==> src/rtl/ntru_s3_pkg.sv <==
// rtl/ntru_s3_pkg.sv - shared constants, state type and sizing helper for the S3 vector MAC
package ntru_s3_pkg;

    localparam int W_DEF = 13;

    localparam logic [W_DEF-1:0] S3_ZERO = '0;
    localparam logic [W_DEF-1:0] S3_ONE  = W_DEF'(1);
    localparam logic [W_DEF-1:0] S3_NEG  = '1;

    typedef enum logic [1:0] {
        IDLE,
        RUN,
        FLUSH,
        DONE
    } state_e;

    function automatic int beats(input int n, input int p);
        return (n + p - 1) / p;
    endfunction

endpackage

==> src/rtl/s3_coef_mul.sv <==
// rtl/s3_coef_mul.sv - single-lane ternary product; any nonzero value other than +1 counts as -1
module s3_coef_mul
    import ntru_s3_pkg::*;
#(
    parameter int W = W_DEF
) (
    input  logic [W-1:0] a,
    input  logic [W-1:0] b,
    output logic [W-1:0] p
);

    logic a_one;
    logic b_one;

    assign a_one = (a == W'(S3_ONE));
    assign b_one = (b == W'(S3_ONE));

    always_comb begin
        p = '0;
        if (a == '0 || b == '0) begin
            p = '0;
        end else if (a_one == b_one) begin
            p = W'(S3_ONE);
        end else begin
            p = '1;
        end
    end

endmodule

==> src/rtl/vector_mul_s3_mac.sv <==
// rtl/vector_mul_s3_mac.sv - streaming K-channel ternary dot-product MAC with tail mask and result backpressure
module vector_mul_s3_mac
    import ntru_s3_pkg::*;
#(
    parameter int N = 700,
    parameter int P = 7,
    parameter int K = 3,
    parameter int W = W_DEF
) (
    input  logic             clk,
    input  logic             en,
    input  logic             start,
    input  logic             mode,
    input  logic             v_valid,
    output logic             v_ready,
    input  logic [P*W-1:0]   v_data,
    input  logic [K*P*W-1:0] z_data,
    output logic             busy,
    output logic             res_valid,
    input  logic             res_ready,
    output logic [K*W-1:0]   res_data
);

    localparam int BEATS     = beats(N, P);
    localparam int CW        = $clog2(BEATS + 1);
    localparam int TAIL_BASE = (BEATS - 1) * P;
    localparam logic [CW-1:0] LAST_BEAT = CW'(BEATS - 1);

    state_e          state_q, state_d;
    logic [CW-1:0]   beat_cnt_q, beat_cnt_d;
    logic            mode_q, mode_d;
    logic            flush_cnt_q, flush_cnt_d;
    logic [W-1:0]    prod_q [K*P];
    logic [W-1:0]    prod_d [K*P];
    logic [W-1:0]    acc_q  [K];
    logic [W-1:0]    acc_d  [K];
    logic [W-1:0]    prod   [K*P];

    logic accept;
    logic last_beat;
    logic clear_acc;

    for (genvar k = 0; k < K; k++) begin : g_row
        for (genvar i = 0; i < P; i++) begin : g_lane
            s3_coef_mul #(.W(W)) u_mul (
                .a (v_data[i*W +: W]),
                .b (z_data[(k*P+i)*W +: W]),
                .p (prod[k*P+i])
            );
        end
        assign res_data[k*W +: W] = acc_q[k];
    end

    assign v_ready   = (state_q == RUN);
    assign busy      = (state_q != IDLE);
    assign res_valid = (state_q == DONE);
    assign accept    = v_ready && v_valid;
    assign last_beat = (beat_cnt_q == LAST_BEAT);

    always_comb begin
        state_d     = state_q;
        beat_cnt_d  = beat_cnt_q;
        mode_d      = mode_q;
        flush_cnt_d = flush_cnt_q;
        clear_acc   = 1'b0;
        case (state_q)
            IDLE: begin
                if (start) begin
                    state_d    = RUN;
                    beat_cnt_d = '0;
                    mode_d     = mode;
                    clear_acc  = 1'b1;
                end
            end
            RUN: begin
                if (accept) begin
                    beat_cnt_d = beat_cnt_q + CW'(1);
                    if (last_beat) begin
                        state_d     = FLUSH;
                        flush_cnt_d = 1'b0;
                    end
                end
            end
            FLUSH: begin
                flush_cnt_d = 1'b1;
                if (flush_cnt_q) begin
                    state_d = DONE;
                end
            end
            DONE: begin
                if (res_ready) begin
                    state_d = IDLE;
                end
            end
            default: state_d = IDLE;
        endcase
    end

    // Stage 1: unaccepted cycles and out-of-range tail lanes load zero, so bubbles add nothing.
    always_comb begin
        for (int k = 0; k < K; k++) begin
            for (int i = 0; i < P; i++) begin
                prod_d[k*P+i] = '0;
                if (accept && !(last_beat && (TAIL_BASE + i >= N))) begin
                    prod_d[k*P+i] = prod[k*P+i];
                end
            end
        end
    end

    // Stage 2: per-channel lane sum, then accumulate or deduct, wrapping mod 2^W.
    always_comb begin
        logic [W-1:0] sum;
        sum = '0;
        for (int k = 0; k < K; k++) begin
            sum = '0;
            for (int i = 0; i < P; i++) begin
                sum = sum + prod_q[k*P+i];
            end
            if (clear_acc) begin
                acc_d[k] = '0;
            end else if (mode_q) begin
                acc_d[k] = acc_q[k] - sum;
            end else begin
                acc_d[k] = acc_q[k] + sum;
            end
        end
    end

    always_ff @(posedge clk) begin
        if (en) begin
            state_q     <= IDLE;
            beat_cnt_q  <= '0;
            mode_q      <= 1'b0;
            flush_cnt_q <= 1'b0;
            for (int j = 0; j < K*P; j++) prod_q[j] <= '0;
            for (int k = 0; k < K; k++)   acc_q[k]  <= '0;
        end else begin
            state_q     <= state_d;
            beat_cnt_q  <= beat_cnt_d;
            mode_q      <= mode_d;
            flush_cnt_q <= flush_cnt_d;
            for (int j = 0; j < K*P; j++) prod_q[j] <= prod_d[j];
            for (int k = 0; k < K; k++)   acc_q[k]  <= acc_d[k];
        end
    end

endmodule

==> config.mk <==
export PLATFORM = sky130hd
export DESIGN_NAME = vector_mul_s3_mac
export DESIGN_NICKNAME = d
export VERILOG_FILES = /design/src/rtl/ntru_s3_pkg.sv /design/src/rtl/s3_coef_mul.sv /design/src/rtl/vector_mul_s3_mac.sv
export SDC_FILE = /design/constraint.sdc
export NUM_CORES = 1
export LEC_CHECK = 0
export ABC_AREA = 0
export BUFFER_PORTS_ARGS = -buffer_cell sky130_fd_sc_hd__buf_2
export CORE_AREA = 2 2 158 160
export DETAILED_ROUTE_END_ITERATION = 8
export DIE_AREA = 0 0 160 162
export PLACE_DENSITY = 0.72
export SETUP_SLACK_MARGIN = 0.15
export SYNTH_ARGS = -nofsm -noshare
export SYNTH_HDL_FRONTEND = slang
export SYNTH_SLANG_ARGS = --single-unit
==> constraint.sdc <==
create_clock -name clk -period 6.1 [get_ports clk]
set_input_delay 0.61 -clock clk [delete_from_list [all_inputs] [get_ports clk]]
set_output_delay 0.61 -clock clk [all_outputs]
set_load 0.01 [all_outputs]
==> metrics.yaml, run 1 <==
floorplan:
  die_area_um2: 25900
  rows: 57
  core-area_um2: 24100
  die_w_um: 160
  start_util_pct: 31.3
  dieHeight_um: 162
  pin_count: 412
sta:
  fin_crit_ns: 5.90
  fmax_ghz: 0.169
  finClkSkew_ns: 0.00810
  slew_headroom_pct: 36.4
  fin_setup_tns_ns: 0
  worst_pin_slew_ns: 0.952
  drv_slew: 0
  fin_crit_sh_pct: 96.8
  rsz0062_at_grt: "true"
  finalSetupViolations: 0
  finalHoldViolCount: 0
  fin_ws_ns: 0.197
placement:
  placed_area_um2: 10100
  hpwl_um: 22500
  dp.cells: 1648
  io_buffers: 411
  dp_slack_ns: -0.106
  gp_congestion: 0.906
yosys:
  yosysMostFrequentCell: "nor2_1"
  synth_seq_area_share_pct: 24.4
  synth_flop_cell: "dfxtp_1"
  yosysWarnings: 0
  synth_top_cell_area_share_pct: 24.4
  yosysTopAreaCell: "dfxtp_1"
  ys_ff_latch: 92
  synthTopCellsByArea: "dfxtp_1 (24%), fa_1 (12%), ha_1 (11%), nor4_1 (7.3%), nor2_1 (6.5%)"
  synth.distinct_cells: 63
  syn_inst: 917
  syn-num-nets: 1401
  synth-edff-count: 0
  synthArstFlopShare_pct: 0
  postSynthAreaPerCell_um2: 8.24
  netlist_area_um2: 7550
  synth_common_cells: "nor2_1 (131), dfxtp_1 (92), nor4_1 (88)"
cells_and_area:
  fin_nets: 1837
  stdcell_count: 1683
  fin_area_um2: 10900
  fin_util_pct: 45.1
  layout-drive-gt1-share_pct: 40.7
  nFillCells: 2380
  syn_to_final_growth_pct: 44.0
clocking:
  cts-root-buf: "clkbuf_16"
  cts_tree: "built"
  clockBufferDepth: 2
  h-tree-depth: 3
  clock_latency_ns: 0.36
  numCtsBuffers: 9
  postCtsHoldBufs: 0
  cts.clk_slew.worst_paths_ns: 0.07
  cts_sinks: 92
pwr:
  powerDensity_nw_per_um2: 453
  peakVddDrop_mv: 0.252
  power.leakage_uw: 0.00520
detailed_routing:
  drt_iter0_drc: 297
  drt_first_pass_iters: 4
  drc: 0
  wl_per_cell_um: 15.9
  vias: 8123
  wirelength_um: 26700
  vias_per_cell: 4.83
  antenna_left: 0
job:
  cap_viol_max_count: 0
worst_hold_path:
  hold_path_class: "input pin to flop"
global_routing:
  grt_usage_pct: 19.2
  grt_max_degree: 36
  grt_pass1_vias: 7793
  antenna_found_initial: 4
  grt_overflow_total: 0
  grt_pass1_wl_um: 39200
worst_setup_path:
  endpoint_kind: "flop"
  cp_max_fo: 2
  arrival_ns: 6.14
  critPathLaunchType: "flop"
  crit_required_ns: 6.34
  path_class: "flop to flop"
  r2r_slack_ns: 0.20
run_status:
  status: "complete, no violations"
-- registers in the layout (all words and copies together) (netlist names) --
signal / count
mode_q: 1
acc_q: 39
prod_q: 42
beat_cnt_q: 7
state_q: 2
flush_cnt_q: 1
-- final timing paths --
check                startpoint            end  cells after the start
setup / recovery  prod_q[0][77]   acc_q[0][10]                     22
hold / removal       z_data[52]  prod_q[0][52]                      3
setup reg to reg  prod_q[0][77]   acc_q[0][10]                     22
hold reg to reg   beat_cnt_q[1]  beat_cnt_q[1]                      2
-- power breakdown --
part / internal (µW) / switching (µW) / leakage [µW]
Clock: 289 / 275 / 0.000146
Sequential: 733 / 79.6 / 0.000753
Combinational: 1700 / 1850 / 0.00430
Total: 2720 / 2200 / 0.00520
-- through the flow --
step | hold slack [ns] | power (µW)
final | 0.475 | 4930
after global placement | 0.477 | 3810
after floorplan | 0.459 | 3160
after global routing | 0.489 | 5350
after CTS | 0.466 | 4520
after detailed placement | 0.486 | 3870
-- cells in the final DEF (no fill, tap or decap), types with 8 or more instances in the layout --
cell | Yosys | final
buf_2 | 1 | 411
nor2_1 | 131 | 124
dfxtp_1 | 92 | 89
nor4_1 | 88 | 85
inv_1 | 83 | 71
ha_1 | 69 | 57
nand3_1 | 56 | 55
a21oi_1 | 51 | 43
nand2_1 | 42 | 42
fa_1 | 45 | 38
xnor2_1 | 31 | 31
buf_4 | 0 | 30
xor2_1 | 21 | 21
o21a_1 | 22 | 20
o21ai_0 | 26 | 20
nor3_1 | 23 | 18
nand2b_1 | 16 | 15
inv_2 | 0 | 12
clkbuf_16 | 0 | 9
and3_1 | 8 | 8
-- per-layer routing --
layer | part of all wire (%) | track usage [%] | vias to the layer above
met1 | 42 | 24.1 | 3709
met4 | 1.6 | 4.59 | 4
li1 | - | - | 4120
met2 | 50 | 33.8 | 250
met5 | 0.079 | 0 | -
met3 | 5.7 | 3.80 | 40
-- what timing repair did --
item,4_1_cts,5_1_grt
buffers inserted,10,8
resized for setup,10,87
endpoints found under the setup margin,10,17
gates cloned,0,0
pin swaps,16,37
-- cell families after synthesis --
family                   after synthesis  share of synthesized area (%)
AND/OR/NAND/NOR                      396                           26.4
XOR/XNOR                              54                           6.64
adder cells (fa/ha/maj)              114                           23.4
AO/OA/AOI/OAI                        152                           13.1
buffers and inverters                101                           5.03
flip-flops                            92                           24.4
multiplexers                           8                           1.08
-- layout make-up --
type	count	area (µm²)	share of cell area, %
Antenna cell	1	2.50	0.0230
Clock buffer	9	225	2.07
Clock inverter	7	68.8	0.633
Inverter	84	315	2.90
Multi-Input combinational cell	724	5720	52.6
Sequential cell	92	1850	17.0
Tap cell	324	405	3.73
Timing Repair Buffer	442	2290	21.1
-- worst max-delay path: stages (launching register included) --
cell,delay (ns)
dfxtp_2,0.33
fa_1,0.58
inv_2,0.05
fa_1,0.55
inv_2,0.05
fa_1,0.46
fa_1,0.52
fa_2,0.42
a21o_1,0.18
nand2_1,0.08
nand2b_1,0.08
fa_2,0.43
o41a_1,0.34
or2_1,0.25
a21oi_2,0.13
a31oi_1,0.06
ha_1,0.33
a2111oi_2,0.30
o21ai_1,0.15
o2111ai_2,0.11
nand2_1,0.11
xnor2_1,0.21
nor2_1,0.05
Note: power is estimated with default switching activity, not from simulation.
==> run 2: changes to the inputs <==
Settings changed: RECOVER_POWER set to 25.
==> run 2 against run 1 <==
  * Wire length rose by 0.19%
  * Clock skew barely moved
  * Combinational power about the same
  * Total power down 0.29%
  * Critical path type unchanged
  * Largest cell class unchanged
==> metrics.yaml, run 2 (synthesis gave the netlist of run 1 again) <==
worst_setup_path:
  crit_required_ns: 6.34  # about the same
  reg2reg_depth: 22  # unchanged
  path_delay_family: "adder cells"
  worst_path_max_delay_cell: "fa_1"
  cp_num_cells: 22  # unchanged
  path_cells: "fa_1 > inv_2 > fa_1 > inv_2 > fa_1 > fa_1 > fa_2 > a21o_1 > nand2_1 > nand2b_1 > fa_2 > o41a_1 > or2_1 > a21oi_2 > a31oi_1 > ha_1 > a2111oi_2 > o21ai_1 > o2111ai_2 > nand2_1 > xnor2_1 > nor2_1"
  cp_max_fo: 2  # unchanged
  cpMostUsedCell: "fa_1"
  endpoint_kind: "flop"
  path_buf_inv: 2  # unchanged
  critPathLaunchType: "flop"
  path_class: "flop to flop"
  arrival_ns: 6.14  # about the same
  cpPeakStageDelay_ns: 0.58  # about the same
floorplan:
  rows: 57  # unchanged
  start_util_pct: 31.3  # unchanged
  dieHeight_um: 162  # unchanged
  core-area_um2: 24100  # unchanged
  pin_count: 412  # unchanged
  die_area_um2: 25900  # unchanged
  die_w_um: 160  # unchanged
cells_and_area:
  layout_common_cells: "buf_2 (380), nor2_1 (124), dfxtp_1 (89), nor4_1 (85), inv_1 (71)"
  top_register: "prod_q"
  final_common_cell: "buf_2"
  syn_to_final_growth_pct: 43.4
  layout-drive-gt1-share_pct: 38.4  # -2.3 points
  largest_reg_flops: 42  # unchanged
  fin_nets: 1837  # unchanged
  reg.largest.list: "prod_q (42), acc_q (39), beat_cnt_q (7)"
global_routing:
  grt_overflow_total: 0  # unchanged
  grt_max_degree: 36  # unchanged
  grt_pass1_vias: 7793  # unchanged
  grt_pass1_wl_um: 39200  # unchanged
  antenna_found_initial: 4  # unchanged
  grt_usage_pct: 19.2  # unchanged
pwr:
  p_sw_uw: 2210  # +0.13%
  p_int_uw: 2710  # -0.62%
  clock_power_share_pct: 11.5  # about the same
  switching_share_pct: 44.9  # +0.19 points
  powerDensity_nw_per_um2: 454  # about the same
  p_comb_share_pct: 71.9  # -0.2 points
  power.leakage_uw: 0.00508  # -2.3%
  seq_power_share_pct: 16.6  # about the same
  peakVddDrop_mv: 0.250  # -0.95%
sta:
  finalSetupViolations: 0  # unchanged
  hold_slack_ns: 0.474  # -0.000845 ns
  fin_crit_sh_pct: 96.8  # about the same
  rsz0062_at_grt: "true"
  worst_pin_slew_ns: 0.956  # +0.00356 ns
  finClkSkew_ns: 0.00817  # +0.0000646 ns
  fin_crit_ns: 5.90  # +0.0000490 ns
  fin_ws_ns: 0.197  # -0.0000490 ns
  fmax_ghz: 0.169  # about the same
  finalHoldViolCount: 0  # unchanged
  drv_slew: 0  # unchanged
  slew_headroom_pct: 36.1  # -0.24 points
clocking:
  numCtsBuffers: 9  # unchanged
  clock_latency_ns: 0.36  # about the same
  postCtsHoldBufs: 0  # unchanged
  h-tree-depth: 3  # unchanged
  cts-root-buf: "clkbuf_16"
  cts_sinks: 92  # unchanged
  cts_tree: "built"
  cts.clk_slew.worst_paths_ns: 0.07  # about the same
  clockBufferDepth: 2  # unchanged
worst_hold_path:
  worstHoldPathCells: 3  # unchanged
  hold_path_class: "input pin to flop"
detailed_routing:
  vias: 8129  # +0.074%
  drt_iter0_drc: 300  # +1.0%
  wl_per_cell_um: 15.9  # +0.19%
  wirelength_um: 26700  # +0.19%
  antenna_left: 0  # unchanged
  drc: 0  # unchanged
  drt_first_pass_iters: 4  # unchanged
  vias_per_cell: 4.83  # about the same
placement:
  gp_congestion: 0.906  # unchanged
  io_buffers: 411  # unchanged
  hpwl_um: 22500  # unchanged
  dp_slack_ns: -0.106  # unchanged
run_status:
  status: "complete, no violations"
job:
  cap_viol_max_count: 0  # unchanged
## run 2: worst paths after layout
check / slack (ns) / startpoint / end
hold reg to reg: 0.50 / beat_cnt_q[1] / beat_cnt_q[1]
setup reg to reg: 0.20 / prod_q[0][77] / acc_q[0][10]
setup / recovery: 0.20 / prod_q[0][77] / acc_q[0][10]
hold / removal: 0.47 / z_data[52] / prod_q[0][52]
## run 2: power by group through the flow
stage	clock network, µW	logic (µW)	registers, µW
global route	600	3900	829
global placement	0	2990	824
floorplan	0	2320	843
finish	564	3540	815
detailed placement	0	3040	827
CTS	576	3130	813
## run 2: cell type report
type,count,area [µm²]
fillers,2390,13300
well taps,324,405
multi-input cells,724,5720
diodes,1,2.50
clock buffers,9,225
repair buffers,442,2250
clock inverters,7,68.8
inverters,84,315
flip-flops and latches,92,1850
## run 2: per-layer routing
layer,vias up,GRT usage (%),wire length (µm)
li1,4120,-,-
met4,4,4.59,417
met3,40,3.80,1570
met5,-,0,21
met1,3700,24.1,11300
met2,265,33.8,13500
## run 2: worst register-to-register path, cell delays in order (launching register included)
cell	delay (ns)
dfxtp_2	0.33
fa_1	0.58
inv_2	0.05
fa_1	0.55
inv_2	0.05
fa_1	0.46
fa_1	0.52
fa_2	0.42
a21o_1	0.18
nand2_1	0.08
nand2b_1	0.08
fa_2	0.43
o41a_1	0.34
or2_1	0.25
a21oi_2	0.13
a31oi_1	0.06
ha_1	0.33
a2111oi_2	0.30
o21ai_1	0.15
o2111ai_2	0.11
nand2_1	0.12
xnor2_1	0.21
nor2_1	0.06
## run 2: stage by stage
stage               total power (µW)  std cells  util (%)  area, µm²  TNS (ns)
finish                          4910       1683      45.0      10800         0
global route                    5330       1683      45.0      10800   -0.0187
CTS                             4520       1674      43.4      10500         0
detailed placement              3870       1648      41.7      10100    -0.280
global placement                3810       1648      41.7      10100         0
floorplan                       3160        917         -       7560         0
## run 2: repair_timing
| action | CTS | global route |
|---|---|---|
| resized for setup | 10 | 87 |
| buffers inserted | 10 | 8 |
| hold endpoints to repair | 0 | 0 |
| endpoints found under the setup margin | 10 | 17 |
| gates cloned | 0 | 0 |
| pin swaps | 16 | 37 |
